==> src/rtl/alu_pkg.sv <==
// Shared opcodes, FSM encoding and datapath width for the ALU arbiter slice.
// Pure declarations; no logic, no latency.
package alu_pkg;

    localparam int ALU_W = 16;

    localparam logic [2:0] OP_ADD  = 3'b000;
    localparam logic [2:0] OP_SUB  = 3'b001;
    localparam logic [2:0] OP_MUL  = 3'b010;
    localparam logic [2:0] OP_NAND = 3'b011;
    localparam logic [2:0] OP_AND  = 3'b100;
    localparam logic [2:0] OP_OR   = 3'b101;

    typedef enum logic [1:0] {
        IDLE = 2'd0,
        EXEC = 2'd1,
        RESP = 2'd2
    } state_t;

    // Opcodes 110 and 111 are unassigned and flagged on the response.
    function automatic logic is_illegal(input logic [2:0] op);
        return op[2:1] == 2'b11;
    endfunction

endpackage

==> src/rtl/alu_arbiter_if.sv <==
// Two-port request/response channel between requesters and the ALU arbiter.
// Request and response are independent valid/ready handshakes, one bit per port.
interface alu_arbiter_if
    import alu_pkg::*;
#(
    parameter int W = ALU_W
);
    logic [1:0]   req_valid;
    logic [1:0]   req_ready;
    logic [W-1:0] req_a0;
    logic [W-1:0] req_b0;
    logic [W-1:0] req_a1;
    logic [W-1:0] req_b1;
    logic [2:0]   req_op0;
    logic [2:0]   req_op1;
    logic [1:0]   rsp_valid;
    logic [1:0]   rsp_ready;
    logic [W-1:0] rsp_result;
    logic         rsp_illegal;

    modport master (
        output req_valid, req_a0, req_b0, req_a1, req_b1, req_op0, req_op1, rsp_ready,
        input  req_ready, rsp_valid, rsp_result, rsp_illegal
    );

    modport slave (
        input  req_valid, req_a0, req_b0, req_a1, req_b1, req_op0, req_op1, rsp_ready,
        output req_ready, rsp_valid, rsp_result, rsp_illegal
    );
endinterface

==> src/rtl/alu.sv <==
// 16-bit combinational ALU; zero latency, no handshake.
// Results truncate to 16 bits; unassigned opcodes yield zero.
module alu
    import alu_pkg::*;
(
    input  logic [ALU_W-1:0] a,
    input  logic [ALU_W-1:0] b,
    input  logic [2:0]       alu_op_code,
    output logic [ALU_W-1:0] result
);

    always_comb begin
        result = '0;
        case (alu_op_code)
            OP_ADD:  result = a + b;
            OP_SUB:  result = a - b;
            OP_MUL:  result = a * b;
            OP_NAND: result = ~(a & b);
            OP_AND:  result = a & b;
            OP_OR:   result = a | b;
            default: result = '0;
        endcase
    end

endmodule

==> src/rtl/alu_arbiter.sv <==
// Round-robin two-port sequencer around one shared ALU: accept, execute, respond.
// Result appears one edge after acceptance; response back-pressure stalls new grants.
module alu_arbiter
    import alu_pkg::*;
#(
    parameter int WIDTH = ALU_W
)(
    input  logic               clk,
    input  logic               rst,
    alu_arbiter_if.slave       bus,
    output logic               busy,
    output logic [15:0]        op_count
);

    state_t             state_q, state_d;
    logic               grant_q, grant_d;
    logic               last_grant_q, last_grant_d;
    logic [WIDTH-1:0]   a_q, a_d;
    logic [WIDTH-1:0]   b_q, b_d;
    logic [2:0]         op_q, op_d;
    logic [1:0]         rsp_valid_q, rsp_valid_d;
    logic [WIDTH-1:0]   result_q, result_d;
    logic               illegal_q, illegal_d;
    logic [15:0]        op_count_q, op_count_d;
    logic               win;
    logic [1:0]         req_ready;
    logic [ALU_W-1:0]   alu_res;

    alu u_alu (
        .a           (a_q),
        .b           (b_q),
        .alu_op_code (op_q),
        .result      (alu_res)
    );

    always_ff @(posedge clk) begin
        if (rst) begin
            state_q      <= IDLE;
            grant_q      <= 1'b0;
            last_grant_q <= 1'b1;
            a_q          <= '0;
            b_q          <= '0;
            op_q         <= '0;
            rsp_valid_q  <= '0;
            result_q     <= '0;
            illegal_q    <= 1'b0;
            op_count_q   <= '0;
        end else begin
            state_q      <= state_d;
            grant_q      <= grant_d;
            last_grant_q <= last_grant_d;
            a_q          <= a_d;
            b_q          <= b_d;
            op_q         <= op_d;
            rsp_valid_q  <= rsp_valid_d;
            result_q     <= result_d;
            illegal_q    <= illegal_d;
            op_count_q   <= op_count_d;
        end
    end

    always_comb begin
        state_d      = state_q;
        grant_d      = grant_q;
        last_grant_d = last_grant_q;
        a_d          = a_q;
        b_d          = b_q;
        op_d         = op_q;
        rsp_valid_d  = rsp_valid_q;
        result_d     = result_q;
        illegal_d    = illegal_q;
        op_count_d   = op_count_q;
        req_ready    = 2'b00;
        // On a tie the port not served last wins; otherwise the lone valid port.
        win          = (bus.req_valid == 2'b11) ? ~last_grant_q : bus.req_valid[1];

        case (state_q)
            IDLE: begin
                if (bus.req_valid != 2'b00) begin
                    req_ready[win] = 1'b1;
                    grant_d        = win;
                    a_d            = win ? bus.req_a1  : bus.req_a0;
                    b_d            = win ? bus.req_b1  : bus.req_b0;
                    op_d           = win ? bus.req_op1 : bus.req_op0;
                    state_d        = EXEC;
                end
            end
            EXEC: begin
                result_d             = alu_res;
                illegal_d            = is_illegal(op_q);
                rsp_valid_d          = 2'b00;
                rsp_valid_d[grant_q] = 1'b1;
                state_d              = RESP;
            end
            RESP: begin
                if (bus.rsp_ready[grant_q]) begin
                    rsp_valid_d  = 2'b00;
                    last_grant_d = grant_q;
                    op_count_d   = op_count_q + 16'd1;
                    state_d      = IDLE;
                end
            end
            default: state_d = IDLE;
        endcase
    end

    assign bus.req_ready   = req_ready;
    assign bus.rsp_valid   = rsp_valid_q;
    assign bus.rsp_result  = result_q;
    assign bus.rsp_illegal = illegal_q;
    assign busy            = (state_q != IDLE);
    assign op_count        = op_count_q;

endmodule

==> src/flat_wrapper.sv <==
// flat-port wrapper written by rule: the top's interface ports become plain ports
module alu_arbiter_flat import alu_pkg::*;
#(
    parameter int WIDTH = ALU_W
)
  (clk, rst, busy, op_count, bus_req_valid, bus_req_a0, bus_req_b0, bus_req_a1, bus_req_b1, bus_req_op0, bus_req_op1, bus_rsp_ready, bus_req_ready, bus_rsp_valid, bus_rsp_result, bus_rsp_illegal);
  alu_arbiter_if #(.W(16)) bus_i ();
  input  logic clk;
  input  logic rst;
  output logic busy;
  output logic [15:0] op_count;
  input wire logic [$bits(bus_i.req_valid)-1:0] bus_req_valid;
  input wire logic [$bits(bus_i.req_a0)-1:0] bus_req_a0;
  input wire logic [$bits(bus_i.req_b0)-1:0] bus_req_b0;
  input wire logic [$bits(bus_i.req_a1)-1:0] bus_req_a1;
  input wire logic [$bits(bus_i.req_b1)-1:0] bus_req_b1;
  input wire logic [$bits(bus_i.req_op0)-1:0] bus_req_op0;
  input wire logic [$bits(bus_i.req_op1)-1:0] bus_req_op1;
  input wire logic [$bits(bus_i.rsp_ready)-1:0] bus_rsp_ready;
  output wire logic [$bits(bus_i.req_ready)-1:0] bus_req_ready;
  output wire logic [$bits(bus_i.rsp_valid)-1:0] bus_rsp_valid;
  output wire logic [$bits(bus_i.rsp_result)-1:0] bus_rsp_result;
  output wire logic [$bits(bus_i.rsp_illegal)-1:0] bus_rsp_illegal;
  assign bus_i.req_valid = bus_req_valid;
  assign bus_i.req_a0 = bus_req_a0;
  assign bus_i.req_b0 = bus_req_b0;
  assign bus_i.req_a1 = bus_req_a1;
  assign bus_i.req_b1 = bus_req_b1;
  assign bus_i.req_op0 = bus_req_op0;
  assign bus_i.req_op1 = bus_req_op1;
  assign bus_i.rsp_ready = bus_rsp_ready;
  assign bus_req_ready = bus_i.req_ready;
  assign bus_rsp_valid = bus_i.rsp_valid;
  assign bus_rsp_result = bus_i.rsp_result;
  assign bus_rsp_illegal = bus_i.rsp_illegal;
  alu_arbiter #(.WIDTH(WIDTH)) u_core (.clk(clk), .rst(rst), .bus(bus_i), .busy(busy), .op_count(op_count));
endmodule
==> config.mk <==
export PLATFORM = sky130hd
export DESIGN_NAME = alu_arbiter_flat
export DESIGN_NICKNAME = d
export VERILOG_FILES = /design/src/rtl/alu_pkg.sv /design/src/rtl/alu_arbiter_if.sv /design/src/rtl/alu.sv /design/src/rtl/alu_arbiter.sv /design/src/flat_wrapper.sv
export SDC_FILE = /design/constraint.sdc
export NUM_CORES = 1
export LEC_CHECK = 0
export ABC_AREA = 1
export CAP_MARGIN = 10
export CELL_PAD_IN_SITES_DETAIL_PLACEMENT = 0
export CELL_PAD_IN_SITES_GLOBAL_PLACEMENT = 1
export CORE_MARGIN = 2
export CORE_UTILIZATION = 35
export DETAILED_ROUTE_END_ITERATION = 10
export PLACE_DENSITY = 0.78
export SETUP_SLACK_MARGIN = 0.5
export SKIP_LAST_GASP = 1
export SYNTH_ARGS = -nofsm -noshare
export SYNTH_HDL_FRONTEND = slang
export SYNTH_SLANG_ARGS = --single-unit
==> constraint.sdc <==
create_clock -name clk -period 4.98 [get_ports clk]
set_input_delay 0.498 -clock clk [delete_from_list [all_inputs] [get_ports clk]]
set_output_delay 0.498 -clock clk [all_outputs]
set_load 0.1 [all_outputs]
==> impl_metrics.json <==
{
  "outcome": "finished, violations left",
  "violations": "setup timing",
  "cts_root_buffer": "clkbuf_16",
  "final_nets": 1834,
  "die_area_mm2": 0.0273,
  "drv_slew": 0,
  "dieHeight_um": 165,
  "worst-path-max-fanout": 7,
  "top_layer": "met4",
  "yosysWarnings": 0,
  "cts_buffer_depth": 2,
  "met2WireLength_um": 14400,
  "finalHoldViolations": 0,
  "cp_data_arrival_time_ps": 5400,
  "synthFlopType": "dfxtp_1",
  "synth_fa_ha_area_share_pct": 27.1,
  "crit_type": "flop to flop",
  "seq_area_frac_synth_pct": 16.3,
  "synth_top_family_by_area": "simple AND/OR/NAND/NOR gates",
  "hpwl_um": 25300,
  "ys_types": 46,
  "clk_pin_slew_ps": 70,
  "worst-r2r-cell-count": 22,
  "fin_setup_tns_ps": -370,
  "port_buffers": 113,
  "core_area_mm2": 0.0258,
  "yosys.area_share.xor_xnor_pct": 1.92,
  "drive_gt1_share_pct": 17.8,
  "power_density_mw_per_mm2": 255,
  "p_leak_nw": 6.28,
  "wl_met3_um": 1610,
  "grt_antenna_before_repair": 0,
  "total_power_mw": 3.16,
  "diodes": 0,
  "rsz0062_at_grt": "true",
  "synth_top_area_cell": "nand2_1",
  "vias": 9422,
  "cts_tree": "built",
  "final_cell_count_no_fill": 1949,
  "die-width_um": 165,
  "gp_congestion": 0.927,
  "slew_headroom_pct": 31.8,
  "syn_area_mm2": 0.00910,
  "grt_start_max_net_pins": 61,
  "clk_latency_ps": 350,
  "cp-end-kind": "flop",
  "async_flop_share_pct": 0,
  "crit_path_start_kind": "flop",
  "tightest_slew_ps": 1020,
  "wl_um": 30900,
  "wl_per_cell_um": 15.8,
  "ctsHtreeMaxLevel": 3,
  "dp_cells": 1906,
  "synth_simple_gate_area_share_pct": 27.7,
  "ys_ff_latch": 74,
  "finalWorstSetupSlack_ps": -145,
  "grt_pass1_vias": 9382,
  "via_per_inst": 4.83,
  "synth_most_common_cell": "nand2_1",
  "syn_area_per_cell_um2": 6.53,
  "max_cap_viol_count": 0,
  "min_period_ps": 5130,
  "clock_sinks": 74,
  "m1WireLength_um": 14100,
  "final_util_pct": 48.1,
  "ios": 114,
  "overflow": 0,
  "fmax_mhz": 195,
  "start_util_pct": 35.3,
  "track_usage_pct": 23.5,
  "hold_buffers": 0,
  "yosysTopAreaCellShare_pct": 18.2,
  "synth.area.mux_share_pct": 0,
  "drt_iter0_markers": 491,
  "grt_pass1_wl_um": 49200,
  "hold_slack_ps": 465,
  "area_delta_synth_final_pct": 36.2,
  "peakVddDrop_v": 0.000229,
  "ant_nets": 0,
  "syn_nets": 1620,
  "hp-class": "flop to flop",
  "min_path_cells": 2,
  "rows": 59,
  "cts_buffers": 9,
  "synth_edf_count": 0,
  "synth-compound-area-share_pct": 12.4,
  "final-setup-viol-count": 4,
  "layout_worst_path_cycle_share_pct": 103,
  "yosys-top-cells-area": "nand2_1 (18%), fa_1 (18%), dfxtp_1 (16%)",
  "required_ps": 5250,
  "dr.pass1.iters": 5,
  "syn_inst": 1395,
  "drcViolationCount": 0,
  "finClkSkew_ps": 9.26,
  "ys_top_cells_by_count": "nand2_1 (442), inv_1 (285), fa_1 (80), dfxtp_1 (74), nor2_1 (73)"
}
## critical path: stages (launching register included)
cell and delay, ps:
dfxtp_2 370, buf_12 120, nand2_1 80, fa_1 530, fa_1 600, fa_2 450
fa_1 490, inv_1 50, fa_1 480, inv_1 50, fa_1 510, inv_2 60
ha_4 300, nand2_1 70, nor2_2 100, nand3_1 100, o2111ai_2 120, nor2_1 70
nor2_1 110, nand2_2 90, nand4_1 110, nand2_1 70, a21oi_1 130
## metrics by stage
stage	cell area [um2]	setup WS, ps
final	12400	-145
after global placement	11600	-419
after global routing	12400	-364
after CTS	12300	-141
after floorplan	9410	179
after detailed placement	11600	-442
## what timing repair did
item,in CTS,in global routing
setup endpoints to repair,9,10
cloned,0,0
pin swaps,40,34
setup buffers,21,6
resized for setup,87,30
## kinds of logic (layout without fill, tap and decap cells)
family,after synthesis,in the layout
and+or+nand+nor,615,615
buffers and inverters,346,565
AOI/OAI and AO/OA,191,191
adders and majority gates,149,149
DFF,74,74
xor gates and xnor gates,20,20
## routing by layer
| metal | GRT usage [%] | up-vias |
|---|---|---|
| met2 | 39.9 | 254 |
| met3 | 3.55 | 44 |
| li1 | - | 4731 |
| met1 | 30.9 | 4393 |
| met5 | 0 | - |
| met4 | 6.84 | 0 |
## final cells by class
cell class | instances | area, um2
Clock buffer | 9 | 225
Multi-Input combinational cell | 975 | 6680
Clock inverter | 7 | 82.6
Sequential cell | 74 | 1520
Tap cell | 335 | 419
Timing Repair Buffer | 263 | 2390
Inverter | 286 | 1080
Fill cell | 2625 | 13400
## worst paths after layout
check	start	endpoint	slack, ps
max reg2reg	u_core.b_q[1]	u_core.bus.rsp_result[14]	-150
max	u_core.b_q[1]	u_core.bus.rsp_result[14]	-150
min reg2reg	u_core.bus.rsp_result[14]	u_core.bus.rsp_result[14]	460
min	u_core.bus.rsp_result[14]	u_core.bus.rsp_result[14]	460
## cell usage in the layout, fill, tap and decap left out, types with 39 or more instances in the layout
cell               n
a21oi_1           59
a31oi_1           39
buf_4            128
clkdlybuf4s50_1  112
dfxtp_1           56
fa_1              77
ha_1              53
inv_1            263
nand2_1          430
nand3_1           54
nor2_1            66
## sequential cells by signal, indices dropped and copies added (netlist names)
| signal | count |
|---|---|
| u_core.a_q | 16 |
| u_core.b_q | 16 |
| u_core.bus.rsp_illegal | 1 |
| u_core.bus.rsp_result | 16 |
| u_core.bus.rsp_valid | 2 |
| u_core.grant_q | 1 |
| u_core.last_grant_q | 1 |
| u_core.op_count | 16 |
| u_core.op_q | 3 |
| u_core.state_q | 2 |
## where the power goes
part | internal (mW) | total, mW | switching (mW)
sequential | 0.646 | 0.712 | 0.0663
clock | 0.397 | 0.697 | 0.299
combinational | 0.697 | 1.75 | 1.05
No activity file was read; power rests on OpenSTA's default activity.
